===== src/rtl/cop0_exception_sequencer.sv =====
// cop0_exception_sequencer
// Sequences exception/interrupt entry and ERET exit around the COP0 register
// file: picks one cause by fixed priority, flushes the pipeline, strobes the
// cause/BD/EPC into COP0 and redirects the PC to the handler.
//
// Ports:
//   iCLK, iCLR            clock, synchronous active-high reset
//   iValid, iPC, iBranchDelay, iAdEL..iBp, iEret, iEretTarget  commit stage
//   iInterruptMask, iExcLevel                                  COP0 status
//   oStall, oFlush        pipeline control
//   oExcOccurred, oExcCode, oBranchDelay, oEPC                 COP0 write side
//   oPCLoad, oPCTarget    PC mux redirect
//   oBusy                 sequencer not idle
//   oExcCount             exceptions taken (only with COP0_EXC_STATS_EN)
//
// Optional feature macro: COP0_EXC_STATS_EN (saturating exception counter).
module cop0_exception_sequencer #(
    parameter int unsigned FLUSH_CYCLES = 2,
    parameter logic [31:0] HANDLER_ADDR = 32'h80000180
) (
    input  logic        iCLK,
    input  logic        iCLR,
    input  logic        iValid,
    input  logic [31:0] iPC,
    input  logic        iBranchDelay,
    input  logic        iAdEL,
    input  logic        iAdES,
    input  logic        iRI,
    input  logic        iOv,
    input  logic        iSys,
    input  logic        iBp,
    input  logic [7:0]  iInterruptMask,
    input  logic        iExcLevel,
    input  logic        iEret,
    input  logic [31:0] iEretTarget,
    output logic        oStall,
    output logic        oFlush,
    output logic        oExcOccurred,
    output logic [4:0]  oExcCode,
    output logic        oBranchDelay,
    output logic [31:0] oEPC,
    output logic        oPCLoad,
    output logic [31:0] oPCTarget,
    output logic        oBusy,
    output logic [15:0] oExcCount
);

    localparam int unsigned CNT_W  = 4;
    localparam int unsigned CODE_W = 5;

    typedef enum logic [2:0] {
        S_IDLE   = 3'd0,
        S_FLUSH  = 3'd1,
        S_COMMIT = 3'd2,
        S_VECTOR = 3'd3,
        S_ERET   = 3'd4
    } state_e;

    state_e              state_q, state_d;
    logic [CNT_W-1:0]    cnt_q, cnt_d;
    logic [CODE_W-1:0]   code_q, code_d;
    logic                bd_q, bd_d;
    logic [31:0]         epc_q, epc_d;
    logic [31:0]         eret_tgt_q, eret_tgt_d;

    logic                stall_d, flush_d, exc_d, pcload_d, busy_d;
    logic [31:0]         target_d;

    logic                sync_exc_c;
    logic                irq_c;
    logic [CODE_W-1:0]   sync_code_c;

    // Fixed-priority cause selection among synchronous requests
    always_comb begin
        sync_exc_c  = iValid & (iAdEL | iAdES | iRI | iOv | iSys | iBp);
        irq_c       = ~iExcLevel & (|iInterruptMask);
        sync_code_c = CODE_W'(0);
        if      (iAdEL) sync_code_c = CODE_W'(4);
        else if (iAdES) sync_code_c = CODE_W'(5);
        else if (iRI)   sync_code_c = CODE_W'(10);
        else if (iOv)   sync_code_c = CODE_W'(12);
        else if (iSys)  sync_code_c = CODE_W'(8);
        else if (iBp)   sync_code_c = CODE_W'(9);
    end

    // Next-state logic; outputs are precomputed from the next state so the
    // registered outputs line up with the state they describe
    always_comb begin
        state_d    = state_q;
        cnt_d      = cnt_q;
        code_d     = code_q;
        bd_d       = bd_q;
        epc_d      = epc_q;
        eret_tgt_d = eret_tgt_q;

        case (state_q)
            S_IDLE: begin
                // Sync exception beats ERET; ERET beats a pending interrupt
                if (sync_exc_c) begin
                    state_d = S_FLUSH;
                    cnt_d   = CNT_W'(FLUSH_CYCLES - 1);
                    code_d  = sync_code_c;
                    bd_d    = iBranchDelay;
                    epc_d   = iBranchDelay ? (iPC - 32'd4) : iPC;
                end else if (iValid && iEret) begin
                    state_d    = S_ERET;
                    eret_tgt_d = iEretTarget;
                end else if (irq_c) begin
                    state_d = S_FLUSH;
                    cnt_d   = CNT_W'(FLUSH_CYCLES - 1);
                    code_d  = CODE_W'(0);
                    bd_d    = iBranchDelay;
                    epc_d   = iPC - 32'd4;
                end
            end
            S_FLUSH: begin
                if (cnt_q == CNT_W'(0)) state_d = S_COMMIT;
                else                    cnt_d   = cnt_q - CNT_W'(1);
            end
            S_COMMIT: state_d = S_VECTOR;
            S_VECTOR: state_d = S_IDLE;
            S_ERET:   state_d = S_IDLE;
            default:  state_d = S_IDLE;
        endcase

        stall_d  = (state_d == S_FLUSH) || (state_d == S_COMMIT) || (state_d == S_VECTOR);
        flush_d  = (state_d == S_FLUSH) || (state_d == S_ERET);
        exc_d    = (state_d == S_COMMIT);
        pcload_d = (state_d == S_VECTOR) || (state_d == S_ERET);
        busy_d   = (state_d != S_IDLE);
        target_d = 32'd0;
        if (state_d == S_VECTOR)    target_d = HANDLER_ADDR;
        else if (state_d == S_ERET) target_d = eret_tgt_d;
    end

    // State, latched fields and registered outputs
    always_ff @(posedge iCLK) begin
        if (iCLR) begin
            state_q      <= S_IDLE;
            cnt_q        <= CNT_W'(0);
            code_q       <= CODE_W'(0);
            bd_q         <= 1'b0;
            epc_q        <= 32'd0;
            eret_tgt_q   <= 32'd0;
            oStall       <= 1'b0;
            oFlush       <= 1'b0;
            oExcOccurred <= 1'b0;
            oPCLoad      <= 1'b0;
            oPCTarget    <= 32'd0;
            oBusy        <= 1'b0;
        end else begin
            state_q      <= state_d;
            cnt_q        <= cnt_d;
            code_q       <= code_d;
            bd_q         <= bd_d;
            epc_q        <= epc_d;
            eret_tgt_q   <= eret_tgt_d;
            oStall       <= stall_d;
            oFlush       <= flush_d;
            oExcOccurred <= exc_d;
            oPCLoad      <= pcload_d;
            oPCTarget    <= target_d;
            oBusy        <= busy_d;
        end
    end

    // Latched fields are already registers; they hold between commits
    assign oExcCode     = code_q;
    assign oBranchDelay = bd_q;
    assign oEPC         = epc_q;

`ifdef COP0_EXC_STATS_EN
    logic [15:0] exc_count_q;

    // Saturating count of committed exceptions
    always_ff @(posedge iCLK) begin
        if (iCLR)
            exc_count_q <= 16'd0;
        else if ((state_q == S_COMMIT) && (exc_count_q != 16'hFFFF))
            exc_count_q <= exc_count_q + 16'd1;
    end

    assign oExcCount = exc_count_q;
`else
    assign oExcCount = 16'h0000;
`endif

endmodule


===== config.mk =====
export PLATFORM = sky130hd
export DESIGN_NAME = cop0_exception_sequencer
export DESIGN_NICKNAME = d
export VERILOG_FILES = /design/src/rtl/cop0_exception_sequencer.sv
export SDC_FILE = /design/constraint.sdc
export NUM_CORES = 1
export LEC_CHECK = 0
export BUFFER_PORTS_ARGS = -buffer_cell sky130_fd_sc_hd__buf_2
export CORE_MARGIN = 2
export CORE_UTILIZATION = 47
export CTS_BUF_LIST = sky130_fd_sc_hd__clkbuf_4
export DETAILED_ROUTE_END_ITERATION = 8
export PLACE_DENSITY_LB_ADDON = 0.08
export SLEW_MARGIN = 15
export SYNTH_ARGS = -nofsm -noshare
export SYNTH_HDL_FRONTEND = slang
export SYNTH_SLANG_ARGS = --single-unit

===== constraint.sdc =====
create_clock -name iCLK -period 2.5 [get_ports iCLK]
set_input_delay 0.125 -clock iCLK [delete_from_list [all_inputs] [get_ports iCLK]]
set_output_delay 0.125 -clock iCLK [all_outputs]
set_load 0.005 [all_outputs]

==> flow_summary.json, run 1 <==
{
  "status": "completed",
  "critPathKind": "register to register",
  "drive_gt1_share_pct": 36.9,
  "core_area_um2": 7610,
  "maxSlewHeadroom_pct": 38.9,
  "slew_viol_final": 0,
  "final_antenna_net_count": 0,
  "synth_edf_count": 0,
  "cts_made_buffers": 9,
  "leakage_nw": 2.25,
  "hold_violations": 0,
  "cp_max_fo": 28,
  "timing.rr.end": "oEPC[30]",
  "ys.flop_type": "dfxtp_1",
  "drt_first_pass_iters": 4,
  "dp.cells": 633,
  "vias_per_cell": 4.95,
  "worstMarginPinSlew_ns": 0.916,
  "root_buffer": "clkbuf_4",
  "routabilityCongestion": 0.739,
  "combPwrFrac_pct": 25.0,
  "skew_ns": 0.0158,
  "fmax_ghz": 0.459,
  "drt-total-wl_mm": 9.32,
  "syn-instance-count": 387,
  "max_cap_violations": 0,
  "grt_max_degree": 33,
  "rr_worst_depth": 6,
  "wl_per_cell_um": 13.5,
  "whs_path_depth": 3,
  "clk_latency_ns": 0.43,
  "die_h_um": 91.8,
  "cp.required_ns": 2.85,
  "hold_end": "oEPC[11]",
  "start_util_pct": 47.6,
  "setup_violations": 0,
  "area_growth_pct": 39.2,
  "cts_sinks": 81,
  "syn-cell-area_um2": 3620,
  "die-area_um2": 8420,
  "worstReg2RegStart": "state_q[0]",
  "grt-ovfl-total": 0,
  "place_hpwl_mm": 6.44,
  "final_nets": 672,
  "clock_path_buffers": 2,
  "drtIter0Drc": 65,
  "cts_setup_buffers": 0,
  "p_switching_w": 0.000981,
  "antenna_found_initial": 0,
  "n_antenna_cell": 0,
  "clock_power_share_pct": 28.4,
  "rsz0062_at_grt": "no",
  "first_global_vias": 3314,
  "seqPwrFrac_pct": 46.6,
  "setup.worst_path.start_class": "register",
  "rows": 32,
  "hold_class": "input pin to register",
  "worst_ep_arrival_time_ns": 2.53,
  "hp-start": "iPC[11]",
  "cts-resized-gates": 0,
  "ys_types": 47,
  "period_minus_slack_ns": 2.18,
  "cell_internal_pwr_w": 0.00221,
  "grt_first_pass_wirelength_mm": 15.1,
  "drc": 0,
  "cts_tree": "yes",
  "port_buffers": 157,
  "rrSetupSlack_ns": 0.32,
  "ir_worst_vdd_uv": 381,
  "yosysSeqAreaShare_pct": 44.8,
  "ys_async_sr_fraction_pct": 0,
  "critPathCaptureType": "register",
  "fin_cells": 692,
  "die_w_um": 91.8,
  "htreeDepth": 3,
  "yosysWarnings": 0,
  "setup_tns_ns": 0,
  "fin_crit_sh_pct": 87.2,
  "vias": 3426,
  "powerDensity_nw_per_um2": 634,
  "grtUsageTotal_pct": 22.0,
  "holdBufCountCts": 43,
  "io_pins": 175,
  "avgSynthCellArea_um2": 9.35,
  "power_switching_share_pct": 30.7,
  "clk_pin_slew_ns": 0.15,
  "synth-seq-cells": 81
}
registers in the layout (all words and copies together), names as in the netlist, 3 cells and up:
signal,count
oEPC,32
state_q,3
oPCTarget,32
cnt_q,4
oExcCode,4
final cells by class:
type	instances	area, µm²
clock buffers	9	67.6
clock inverters	7	100
fillers	675	2570
inverters	6	22.5
multi-input cells	274	1780
flip-flops and latches	81	1620
well taps	102	128
repair buffers	213	1310
power groups by stage:
stage	sequential, W	clock (W)	combinational [W]
2_1_floorplan	0.00153	0	0.000468
6_report	0.00149	0.000907	0.000798
3_5_place_dp	0.00152	0	0.000746
3_3_place_gp	0.00151	0	0.000729
5_1_grt	0.00151	0.000977	0.000883
4_1_cts	0.00149	0.000925	0.000801
worst max-delay path, stage by stage (launching register included):
cell	delay [ns]
dfxtp_1	0.37
nor3_2	0.34
o211a_1	0.22
a31o_2	0.54
buf_4	0.35
nor2_1	0.08
a211oi_2	0.19
worst max-delay path by stage:
stage | cells after the start | slack, ns | end | start
global placement | 6 | 0.43 | oEPC[25] | state_q[0]
finish | 6 | 0.32 | oEPC[30] | state_q[0]
detailed placement | 6 | 0.37 | oEPC[27] | state_q[0]
global route | 6 | 0.14 | oEPC[17] | state_q[0]
CTS | 6 | 0.32 | oEPC[30] | state_q[0]
floorplan | 6 | 0.77 | cnt_q[1] | cnt_q[0]
synth_stat cells (all sizes together) (3+ instances only):
| library cell | count | area, µm² |
|---|---|---|
| dfxtp | 81 | 1620 |
| or3 | 3 | 18.8 |
| nand2 | 24 | 90.1 |
| nand3 | 3 | 15.0 |
| buf | 26 | 191 |
| and2 | 30 | 188 |
| ha | 3 | 37.5 |
| a21oi | 14 | 73.8 |
| or4 | 6 | 48.8 |
| nand4 | 3 | 18.8 |
| nor3 | 21 | 125 |
| inv | 6 | 22.5 |
| a211oi | 29 | 308 |
| and4 | 4 | 35.0 |
| nand2b | 3 | 18.8 |
| nor4 | 18 | 146 |
| xnor2 | 24 | 210 |
| nor2 | 46 | 173 |
| o21ai | 5 | 28.8 |
| clkbuf | 16 | 60.1 |
cells in the final DEF, fill, tap and decap left out, types with 2 or more instances in the layout:
| cell | count |
|---|---|
| nor3b_1 | 2 |
| dfxtp_1 | 81 |
| nand2_1 | 24 |
| o21ai_0 | 4 |
| inv_6 | 4 |
| nand3_1 | 3 |
| nor4_2 | 3 |
| nor2_1 | 46 |
| buf_4 | 13 |
| or4_1 | 5 |
| a211oi_1 | 11 |
| nor3_2 | 4 |
| nor4_1 | 14 |
| nor3_1 | 17 |
| or3_1 | 3 |
| a211oi_2 | 18 |
| a21oi_1 | 13 |
| ha_1 | 3 |
| and2_1 | 30 |
| nor4bb_1 | 2 |
| nand4_1 | 3 |
| inv_1 | 6 |
| bufinv_16 | 2 |
| and4_1 | 4 |
| clkbuf_4 | 9 |
| buf_2 | 157 |
| nand3b_1 | 2 |
| nand2b_1 | 3 |
| conb_1 | 17 |
| xnor2_1 | 24 |
| dlygate4sd3_1 | 43 |
| xor2_1 | 2 |
metrics by stage:
| stage | cell area [µm²] | utilization (%) | hold slack [ns] | worst slack (ns) | power [W] |
|---|---|---|---|---|---|
| CTS | 5040 | 66.2 | 0.00669 | 0.321 | 0.00322 |
| floorplan | 3680 | - | 0.231 | 0.765 | 0.00200 |
| global route | 5040 | 66.2 | 0.0178 | 0.140 | 0.00337 |
| finish | 5040 | 66.2 | 0.0148 | 0.320 | 0.00319 |
| detailed placement | 4440 | 58.4 | 0.324 | 0.367 | 0.00226 |
| global placement | 4440 | 58.4 | 0.321 | 0.429 | 0.00224 |
cells by family (layout without fill, tap and decap cells):
family	Yosys count	count (layout)	synth area share [%]
buf+inv	48	235	7.57
compound gates	56	56	13.4
fa+ha+maj	3	3	1.04
flops	81	81	44.8
other cells	1	17	0.104
xor+xnor	26	26	6.29
simple gates	172	172	26.8
layer usage:
| layer | global-route usage [%] | wire length (µm) |
|---|---|---|
| met2 | 37.9 | 4710 |
| met4 | 8.71 | 169 |
| met1 | 26.5 | 3880 |
| met5 | 0 | 0 |
| met3 | 5.18 | 552 |
Note: power is estimated with default switching activity, not from simulation.
==> run 2, diff against run 1 <==
Settings changed: ABC_AREA set to 1, CORE_UTILIZATION 47 to 48.
==> flow_summary.json, run 2 <==
{
  "syn-cell-area_um2": 3750,
  "avgSynthCellArea_um2": 7.33,
  "drc": 0,
  "synth_most_common_cell": "nor2_1",
  "ys.flop_type": "dfxtp_1",
  "ys_types": 32,
  "maxSlewHeadroom_pct": 63.9,
  "die_h_um": 92.4,
  "rsz0062_at_grt": "no",
  "grtUsageTotal_pct": 22.7,
  "cp_cell_sequence": "dlygate4sd3_1 > buf_2 > nor2_2 > nand3_4 > nand2_1 > o21ai_2 > nand2_4 > inv_2 > buf_12 > nor2_1 > nor2_1 > o21ai_1 > inv_1",
  "cpPeakStageDelay_ns": 0.54,
  "period_minus_slack_ns": 1.89,
  "setup_violations": 0,
  "final_antenna_net_count": 0,
  "area_growth_pct": 33.8,
  "clock_path_buffers": 2,
  "powerDensity_nw_per_um2": 724,
  "fmax_ghz": 0.530,
  "port_buffers": 157,
  "yosysSeqAreaShare_pct": 43.2,
  "synth_top_area_cell": "dfxtp_1",
  "leakage_nw": 2.66,
  "slew_viol_final": 0,
  "cts_sinks": 81,
  "max_cap_violations": 0,
  "crit_top_cell": "nor2_1",
  "drive_gt1_share_pct": 28.1,
  "multi_input_area_um2": 1640,
  "power_switching_share_pct": 36.4,
  "hold_violations": 0,
  "n_fill_cell": 652,
  "synth_edf_count": 0,
  "final_cell_mix": "157 x buf_2, 111 x nor2_1, 81 x dfxtp_1",
  "ys_top_cells_by_count": "111 x nor2_1, 81 x dfxtp_1, 72 x inv_1",
  "ir_worst_vdd_uv": 396,
  "synth.top_cell.area_share_pct": 43.2,
  "cts_made_buffers": 9,
  "cts_tree": "yes",
  "synth_area_leaders": "dfxtp_1 43%, nor2_1 11%, inv_1 7.2%",
  "core_area_um2": 7650,
  "grt_max_degree": 43,
  "root_buffer": "clkbuf_4",
  "skew_ns": 0.0148,
  "hold_class": "input pin to register",
  "setup.worst_path.start_class": "input pin",
  "crit_slowest_cell": "dlygate4sd3_1",
  "rows": 32,
  "yosysWarnings": 0,
  "synth-seq-cells": 81,
  "clk_pin_slew_ns": 0.14,
  "grt-ovfl-total": 0,
  "final_nets": 791,
  "clock_power_share_pct": 18.8,
  "seqPwrFrac_pct": 46.6,
  "critPathCaptureType": "register",
  "final_common_cell": "buf_2",
  "start_util_pct": 49.1,
  "htreeDepth": 3,
  "ys_async_sr_fraction_pct": 0,
  "first_global_vias": 3339,
  "clk_latency_ns": 0.42,
  "worstMarginPinSlew_ns": 0.541,
  "wl_per_cell_um": 11.9,
  "antenna_found_initial": 0,
  "drt_first_pass_iters": 4,
  "place_hpwl_mm": 6.70,
  "die-area_um2": 8550,
  "setup_tns_ns": 0,
  "die_w_um": 92.4,
  "combPwrFrac_pct": 34.6,
  "io_pins": 175,
  "p_total_w": 0.00364,
  "cts_setup_buffers": 0,
  "drt-total-wl_mm": 9.65,
  "fin_crit_sh_pct": 75.5,
  "cp.required_ns": 2.82,
  "grt_first_pass_wirelength_mm": 15.6,
  "n_antenna_cell": 0,
  "worst_ep_arrival_time_ns": 2.20,
  "drtIter0Drc": 103,
  "cp_max_fo": 42,
  "p_switching_w": 0.00132,
  "routabilityCongestion": 0.861,
  "vias_per_cell": 4.55,
  "critPathKind": "input pin to register",
  "cell_internal_pwr_w": 0.00231,
  "status": "completed",
  "syn-instance-count": 512,
  "vias": 3692,
  "seqCellArea_um2": 1620
}
run 2: per-stage QoR:
| stage | util [%] | area, µm² | hold WS, ns | instances | setup slack (ns) |
|---|---|---|---|---|---|
| after global routing | 65.7 | 5020 | 0.0185 | 811 | 0.405 |
| after CTS | 65.7 | 5020 | 0.00392 | 811 | 0.607 |
| final | 65.7 | 5020 | 0.0217 | 811 | 0.613 |
| after floorplan | - | 3810 | 0.237 | 528 | 1.15 |
| after global placement | 58.7 | 4490 | 0.337 | 754 | 0.697 |
| after detailed placement | 58.7 | 4490 | 0.344 | 754 | 0.617 |
run 2: metal layers:
layer  routed length, µm  GRT usage [%]
met3                 709           6.18
met2                4730           40.9
met5                   0              0
met4                  93           4.85
met1                4110           27.0
run 2: timing repair:
action                    in CTS  in global routing
gates resized for setup        0                  0
hold buffers                  41                  0
hold endpoints to repair      41                  0
run 2: area by class of cell:
type / count / share of cell area (%)
clock inverters: 7 / 1.07
multi-input cells: 336 / 32.7
well taps: 102 / 2.54
repair buffers: 200 / 24.4
inverters: 76 / 5.68
flip-flops and latches: 81 / 32.3
clock buffers: 9 / 1.34
run 2: worst max-delay path: cells and delay by family:
family	cells	cell delay, ns
simple gates	6	0.74
compound gates	2	0.17
buf+inv	5	1.15
run 2: cells by family (layout without fill, tap and decap cells):
group | Yosys count | after routing | synth area share (%)
flip-flops | 81 | 81 | 43.2
AND/OR/NAND/NOR | 220 | 220 | 26.0
buffers and inverters | 111 | 292 | 14.6
AO/OA/AOI/OAI | 77 | 77 | 10.7
XOR/XNOR | 19 | 19 | 4.43
other | 1 | 17 | 0.0999
adder cells (fa/ha/maj) | 3 | 3 | 1.00
run 2: power groups by stage:
stage / clock network (W) / registers, W / logic, W
4_1_cts: 0.000708 / 0.00170 / 0.00127
3_3_place_gp: 0 / 0.00172 / 0.00119
5_1_grt: 0.000783 / 0.00174 / 0.00143
3_5_place_dp: 0 / 0.00173 / 0.00121
2_1_floorplan: 0 / 0.00174 / 0.000773
6_report: 0.000685 / 0.00170 / 0.00126
run 2: final timing paths:
kind              start  endpoint  slack [ns]  cells past startpoint
min reg2reg    cnt_q[0]  cnt_q[0]        0.48                      1
max                 iRI  oEPC[17]        0.61                     13
max reg2reg  state_q[1]  oEPC[18]        0.63                      9
min             iPC[20]  oEPC[20]        0.02                      3
